File: src/rtl/hazard_ctrl_if.sv
// Bundles the pipeline-side hazard inputs and stage-register controls for hazard_ctrl.
// The pipeline side is the master; the controller connects through the slave modport.
interface hazard_ctrl_if #(
    parameter int CNT_W = 16
);
    logic             MemRead_EX;
    logic [4:0]       Rt_EX;
    logic [4:0]       Rs_ID;
    logic [4:0]       Rt_ID;
    logic             UsesRt_ID;
    logic             BranchTaken_EX;
    logic             MulDivStart_EX;
    logic             PCWrite;
    logic             IF_ID_Write;
    logic             IF_ID_Flush;
    logic             ID_EX_Flush;
    logic             EX_Hold;
    logic             MulDivDone;
    logic             Busy;
    logic [CNT_W-1:0] StallCount;

    modport master (
        output MemRead_EX, Rt_EX, Rs_ID, Rt_ID, UsesRt_ID, BranchTaken_EX, MulDivStart_EX,
        input  PCWrite, IF_ID_Write, IF_ID_Flush, ID_EX_Flush, EX_Hold, MulDivDone, Busy, StallCount
    );

    modport slave (
        input  MemRead_EX, Rt_EX, Rs_ID, Rt_ID, UsesRt_ID, BranchTaken_EX, MulDivStart_EX,
        output PCWrite, IF_ID_Write, IF_ID_Flush, ID_EX_Flush, EX_Hold, MulDivDone, Busy, StallCount
    );
endinterface

File: src/rtl/hazard_ctrl.sv
// Hazard controller for the 5-stage MIPS pipeline: load-use stalls, taken-branch squash,
// fixed-latency mul/div freeze and a saturating stall-cycle counter. Outputs are Mealy.
module hazard_ctrl #(
    parameter int MD_CYCLES = 4,
    parameter int CNT_W     = 16
) (
    input  logic          Clk,
    input  logic          Rst,
    hazard_ctrl_if.slave  bus
);
    localparam logic [0:0] RUN     = 1'b0;
    localparam logic [0:0] MD_BUSY = 1'b1;
    localparam logic [7:0] MD_LOAD = 8'(MD_CYCLES - 1);

    logic [0:0]       r_state;
    logic [0:0]       w_state_next;
    logic [7:0]       r_cnt;
    logic [7:0]       w_cnt_next;
    logic             r_just_done;
    logic             w_just_done_next;
    logic [CNT_W-1:0] r_stall_cnt;

    logic w_hazard;
    logic w_pc_write;
    logic w_if_id_write;
    logic w_if_id_flush;
    logic w_id_ex_flush;
    logic w_ex_hold;
    logic w_md_done;
    logic w_busy;

    // $zero is never a real producer, so it can never cause a stall.
    assign w_hazard = bus.MemRead_EX && (bus.Rt_EX != 5'd0) &&
                      ((bus.Rt_EX == bus.Rs_ID) || (bus.UsesRt_ID && (bus.Rt_EX == bus.Rt_ID)));

    always_comb begin
        w_pc_write       = 1'b1;
        w_if_id_write    = 1'b1;
        w_if_id_flush    = 1'b0;
        w_id_ex_flush    = 1'b0;
        w_ex_hold        = 1'b0;
        w_md_done        = 1'b0;
        w_busy           = 1'b0;
        w_state_next     = r_state;
        w_cnt_next       = r_cnt;
        w_just_done_next = 1'b0;

        if (Rst) begin
            w_pc_write    = 1'b0;
            w_if_id_write = 1'b0;
        end else if (r_state == MD_BUSY) begin
            w_pc_write    = 1'b0;
            w_if_id_write = 1'b0;
            w_ex_hold     = 1'b1;
            w_busy        = 1'b1;
            w_cnt_next    = r_cnt - 8'd1;
            if (r_cnt == 8'd1) begin
                w_md_done        = 1'b1;
                w_state_next     = RUN;
                w_just_done_next = 1'b1;
            end
        end else begin
            if (bus.BranchTaken_EX) begin
                w_if_id_flush = 1'b1;
                w_id_ex_flush = 1'b1;
            end else if (bus.MulDivStart_EX && !r_just_done) begin
                // The held mul/div is still in EX right after completion; r_just_done blocks a re-start.
                w_pc_write    = 1'b0;
                w_if_id_write = 1'b0;
                w_ex_hold     = 1'b1;
                w_cnt_next    = MD_LOAD;
                w_state_next  = MD_BUSY;
            end else if (w_hazard) begin
                w_pc_write    = 1'b0;
                w_if_id_write = 1'b0;
                w_id_ex_flush = 1'b1;
            end
        end
    end

    always_ff @(posedge Clk or posedge Rst) begin
        if (Rst) begin
            r_state     <= RUN;
            r_cnt       <= 8'd0;
            r_just_done <= 1'b0;
            r_stall_cnt <= '0;
        end else begin
            r_state     <= w_state_next;
            r_cnt       <= w_cnt_next;
            r_just_done <= w_just_done_next;
            if (!w_pc_write && (r_stall_cnt != {CNT_W{1'b1}})) begin
                r_stall_cnt <= r_stall_cnt + CNT_W'(1);
            end
        end
    end

    assign bus.PCWrite     = w_pc_write;
    assign bus.IF_ID_Write = w_if_id_write;
    assign bus.IF_ID_Flush = w_if_id_flush;
    assign bus.ID_EX_Flush = w_id_ex_flush;
    assign bus.EX_Hold     = w_ex_hold;
    assign bus.MulDivDone  = w_md_done;
    assign bus.Busy        = w_busy;
    assign bus.StallCount  = r_stall_cnt;
endmodule

File: src/flat_wrapper.sv
// flat-port wrapper written by rule: the top's interface ports become plain ports
module hazard_ctrl_flat 
#(
    parameter int MD_CYCLES = 4,
    parameter int CNT_W     = 16
)
  (Clk, Rst, bus_MemRead_EX, bus_Rt_EX, bus_Rs_ID, bus_Rt_ID, bus_UsesRt_ID, bus_BranchTaken_EX, bus_MulDivStart_EX, bus_PCWrite, bus_IF_ID_Write, bus_IF_ID_Flush, bus_ID_EX_Flush, bus_EX_Hold, bus_MulDivDone, bus_Busy, bus_StallCount);
  hazard_ctrl_if #(.CNT_W(CNT_W)) bus_i ();
  input  logic Clk;
  input  logic Rst;
  input wire logic [$bits(bus_i.MemRead_EX)-1:0] bus_MemRead_EX;
  input wire logic [$bits(bus_i.Rt_EX)-1:0] bus_Rt_EX;
  input wire logic [$bits(bus_i.Rs_ID)-1:0] bus_Rs_ID;
  input wire logic [$bits(bus_i.Rt_ID)-1:0] bus_Rt_ID;
  input wire logic [$bits(bus_i.UsesRt_ID)-1:0] bus_UsesRt_ID;
  input wire logic [$bits(bus_i.BranchTaken_EX)-1:0] bus_BranchTaken_EX;
  input wire logic [$bits(bus_i.MulDivStart_EX)-1:0] bus_MulDivStart_EX;
  output wire logic [$bits(bus_i.PCWrite)-1:0] bus_PCWrite;
  output wire logic [$bits(bus_i.IF_ID_Write)-1:0] bus_IF_ID_Write;
  output wire logic [$bits(bus_i.IF_ID_Flush)-1:0] bus_IF_ID_Flush;
  output wire logic [$bits(bus_i.ID_EX_Flush)-1:0] bus_ID_EX_Flush;
  output wire logic [$bits(bus_i.EX_Hold)-1:0] bus_EX_Hold;
  output wire logic [$bits(bus_i.MulDivDone)-1:0] bus_MulDivDone;
  output wire logic [$bits(bus_i.Busy)-1:0] bus_Busy;
  output wire logic [$bits(bus_i.StallCount)-1:0] bus_StallCount;
  assign bus_i.MemRead_EX = bus_MemRead_EX;
  assign bus_i.Rt_EX = bus_Rt_EX;
  assign bus_i.Rs_ID = bus_Rs_ID;
  assign bus_i.Rt_ID = bus_Rt_ID;
  assign bus_i.UsesRt_ID = bus_UsesRt_ID;
  assign bus_i.BranchTaken_EX = bus_BranchTaken_EX;
  assign bus_i.MulDivStart_EX = bus_MulDivStart_EX;
  assign bus_PCWrite = bus_i.PCWrite;
  assign bus_IF_ID_Write = bus_i.IF_ID_Write;
  assign bus_IF_ID_Flush = bus_i.IF_ID_Flush;
  assign bus_ID_EX_Flush = bus_i.ID_EX_Flush;
  assign bus_EX_Hold = bus_i.EX_Hold;
  assign bus_MulDivDone = bus_i.MulDivDone;
  assign bus_Busy = bus_i.Busy;
  assign bus_StallCount = bus_i.StallCount;
  hazard_ctrl #(.MD_CYCLES(MD_CYCLES), .CNT_W(CNT_W)) u_core (.Clk(Clk), .Rst(Rst), .bus(bus_i));
endmodule
File: config.mk
export PLATFORM = sky130hd
export DESIGN_NAME = hazard_ctrl_flat
export DESIGN_NICKNAME = d
export VERILOG_FILES = /design/src/rtl/hazard_ctrl_if.sv /design/src/rtl/hazard_ctrl.sv /design/src/flat_wrapper.sv
export SDC_FILE = /design/constraint.sdc
export NUM_CORES = 1
export LEC_CHECK = 0
export CORE_AREA = 2 2 78 80
export DETAILED_ROUTE_END_ITERATION = 8
export DIE_AREA = 0 0 80 82
export PLACE_DENSITY = 0.61
export SETUP_SLACK_MARGIN = 0.02
export SYNTH_ARGS = -nofsm -noshare
export SYNTH_HDL_FRONTEND = slang
export SYNTH_SLANG_ARGS = --single-unit
File: constraint.sdc
create_clock -name Clk -period 4.15 [get_ports Clk]
set_input_delay 0.83 -clock Clk [delete_from_list [all_inputs] [get_ports Clk]]
set_output_delay 0.83 -clock Clk [all_outputs]
set_load 0.01 [all_outputs]
==> out/metrics.yaml <==
layout-drive-gt1-share_pct: 15.00
viasPerCell: 4.684
ant_nets: 0
maxSlewViolCount: 0
post-route-period-util_pct: 88.70
rsz0062_at_grt: "false"
syn_inst: 155
grt-ovfl-total: 0
firstDrtPassIters: 4
synth_largest_area_cell: "dfrtp_1"
p_leak_nw: 0.9286
detailed_place_hpwl_um: 2654
die_area_um2: 6560
peakVddDrop_uv: 206.8
grtUsageMet2_pct: 16.42
port_buffers: 43
stdcell_count: 275
htree_levels: 1
holdPathEnd: "u_core.r_cnt[6]"
synth_area_leaders: "dfrtp_1, xor2_1, nor3_2"
yosys-top-cells-count: "dfrtp_1, xor2_1, nand2_1"
required_ps: 3320
num_rows: 28
hold_path_startpoint: "u_core.r_cnt[6]"
gr-usage-all-layers_pct: 10.93
cpMaxStageDelayCell: "clkdlybuf4s50_1"
grt-busiest-layer: "met2"
grt_pass1_vias: 1210
fin_setup_tns_ps: 0
core_um2: 5746
drc: 0
skew_ps: 12.20
endpoint_kind: "output pin"
dr.first_iter.drc_count: 59
slowest_delay_ps: 570
cts_hold_repair.buffers: 0
cts_root_buf: "clkbuf_8"
antenna_found_initial: 0
path_clk_slew_ps: 90
grt_max_degree: 27
r2r_setup_slack_ps: 2090
cts_buffers: 3
slew_headroom_pct: 41.75
critPathKind: "input pin to output pin"
synth_area_per_cell_um2: 10.34
initial_core_util_pct: 27.90
worst-slew-pin-transition_ps: 871.0
final_util_pct: 37.72
place.gp.congestion: 0.7652
post_cts_buffers: 0
routed_wl_um: 3543
drv_cap: 0
async_flop_share_pct: 100.0
hold_path_class: "register to register"
critPathLaunchType: "input pin"
ys_seq_area_share_pct: 40.59
wl_per_cell_um: 12.88
netlist_area_um2: 1603
vias: 1288
clk_path_buf_depth: 2
yosysMostFrequentCell: "dfrtp_1"
status: "completed"
ios: 44
worst_skew_pair.late_latency_ps: 270
syn2layout_area_growth_pct: 35.21
power_density_nw_per_um2: 466.2
worstReg2RegEnd: "u_core.bus.StallCount[1]"
synth_fp_nets: 179
die-height_um: 82
synth_seq_cells: 26
synth_edf_count: 0
synthDistinctLibCells: 42
n_antenna_cell: 0
synth_ff_type: "dfrtp_1"
grt_pass1_wl_um: 5761
cts_resized: 0
finalSetupViolations: 0
synth_top_area_share_pct: 40.59
fmax_mhz: 271.6
die_w_um: 80
place_inst: 271
rr_startpoint: "u_core.r_state"
cts_tree: "yes"
grt_use_met1_pct: 15.44
yosysWarnings: 0
clkSinkCount: 26
met3_usage_pct: 2.967
worst_ep_arrival_time_ps: 2850
cp_max_fo: 3
finalHoldViolations: 0
period_needed_ps: 3681
path_cells: "clkdlybuf4s50_1, xnor2_1, nand3_1, nor3_2, nor2_1, o31ai_1, clkdlybuf4s50_1"
fin_nets: 225
whs_path_depth: 1
ff2ff_path_depth: 5
cpMostUsedCell: "clkdlybuf4s50_1"
-- metal layers --
layer  wire, um  up-vias
met1       1721      602
met5          0        -
met4         19        0
li1           -      643
met2       1511       41
met3        291        2
-- worst max path at each step --
| stage | start | to | slack, ps |
|---|---|---|---|
| 4_1_cts | bus_Rt_EX[0] | bus_ID_EX_Flush | 470 |
| 5_1_grt | bus_Rt_EX[1] | bus_ID_EX_Flush | 370 |
| 2_1_floorplan | bus_Rt_EX[0] | bus_PCWrite | 1350 |
| 6_report | bus_Rt_EX[0] | bus_ID_EX_Flush | 470 |
| 3_5_place_dp | bus_Rt_EX[0] | bus_ID_EX_Flush | 480 |
| 3_3_place_gp | bus_Rt_EX[0] | bus_ID_EX_Flush | 490 |
-- worst max-delay path, delay by kind of cell --
family | cells | cell delay, ps
xor+xnor | 1 | 240
compound gates | 1 | 230
simple gates | 3 | 510
buf+inv | 2 | 1050
-- power by group --
| part | internal (mW) | switching (mW) | total, mW |
|---|---|---|---|
| sequential | 0.326 | 0.0843 | 0.410 |
| combinational | 0.202 | 0.187 | 0.389 |
| clock | 0.129 | 0.0820 | 0.211 |
-- flip-flops by register name, summed over array words and instances (netlist names) --
| register | cells |
|---|---|
| u_core.r_state | 1 |
| u_core.bus.StallCount | 16 |
| u_core.r_cnt | 8 |
| u_core.r_just_done | 1 |
-- cell usage in the layout, fill, tap and decap left out, drive strengths merged, types with 2 or more instances in the layout --
master	n
clkdlybuf4s50	43
dfrtp	26
xor2	18
nand2	13
nor2	13
o21ai	12
nor3	10
nand3	8
nand4	7
xnor2	7
inv	7
nor4	6
ha	3
clkbuf	3
a22o	2
nor3b	2
or4	2
-- cells by family after synthesis --
kind of cell,after synthesis,share of synthesized area [%]
mux,1,0.9365
compound gates,21,8.900
fa+ha+maj,3,2.342
simple gates,69,29.51
flops,26,40.59
buf+inv,10,4.059
xor+xnor,25,13.66
-- metrics by stage --
step           hold slack, ps  instance area (um^2)  setup slack, ps  power (mW)
2_1_floorplan           455.3                  1603             1350      0.6518
3_3_place_gp            484.8                  2096            491.5      0.8014
3_5_place_dp            486.4                  2096            482.8      0.8088
4_1_cts                 502.2                  2167            473.0       1.024
5_1_grt                 523.6                  2167            370.9       1.087
6_report                496.6                  2167            468.8       1.010
-- area by class of cell --
type / count / area (um^2)
Inverter: 7 / 26.28
Timing Repair Buffer: 44 / 437.9
Sequential cell: 26 / 650.6
Tap cell: 75 / 93.84
Fill cell: 603 / 3578
Multi-Input combinational cell: 119 / 887.1
Clock inverter: 1 / 30.03
Clock buffer: 3 / 41.29
(Power assumes the default switching activity.)
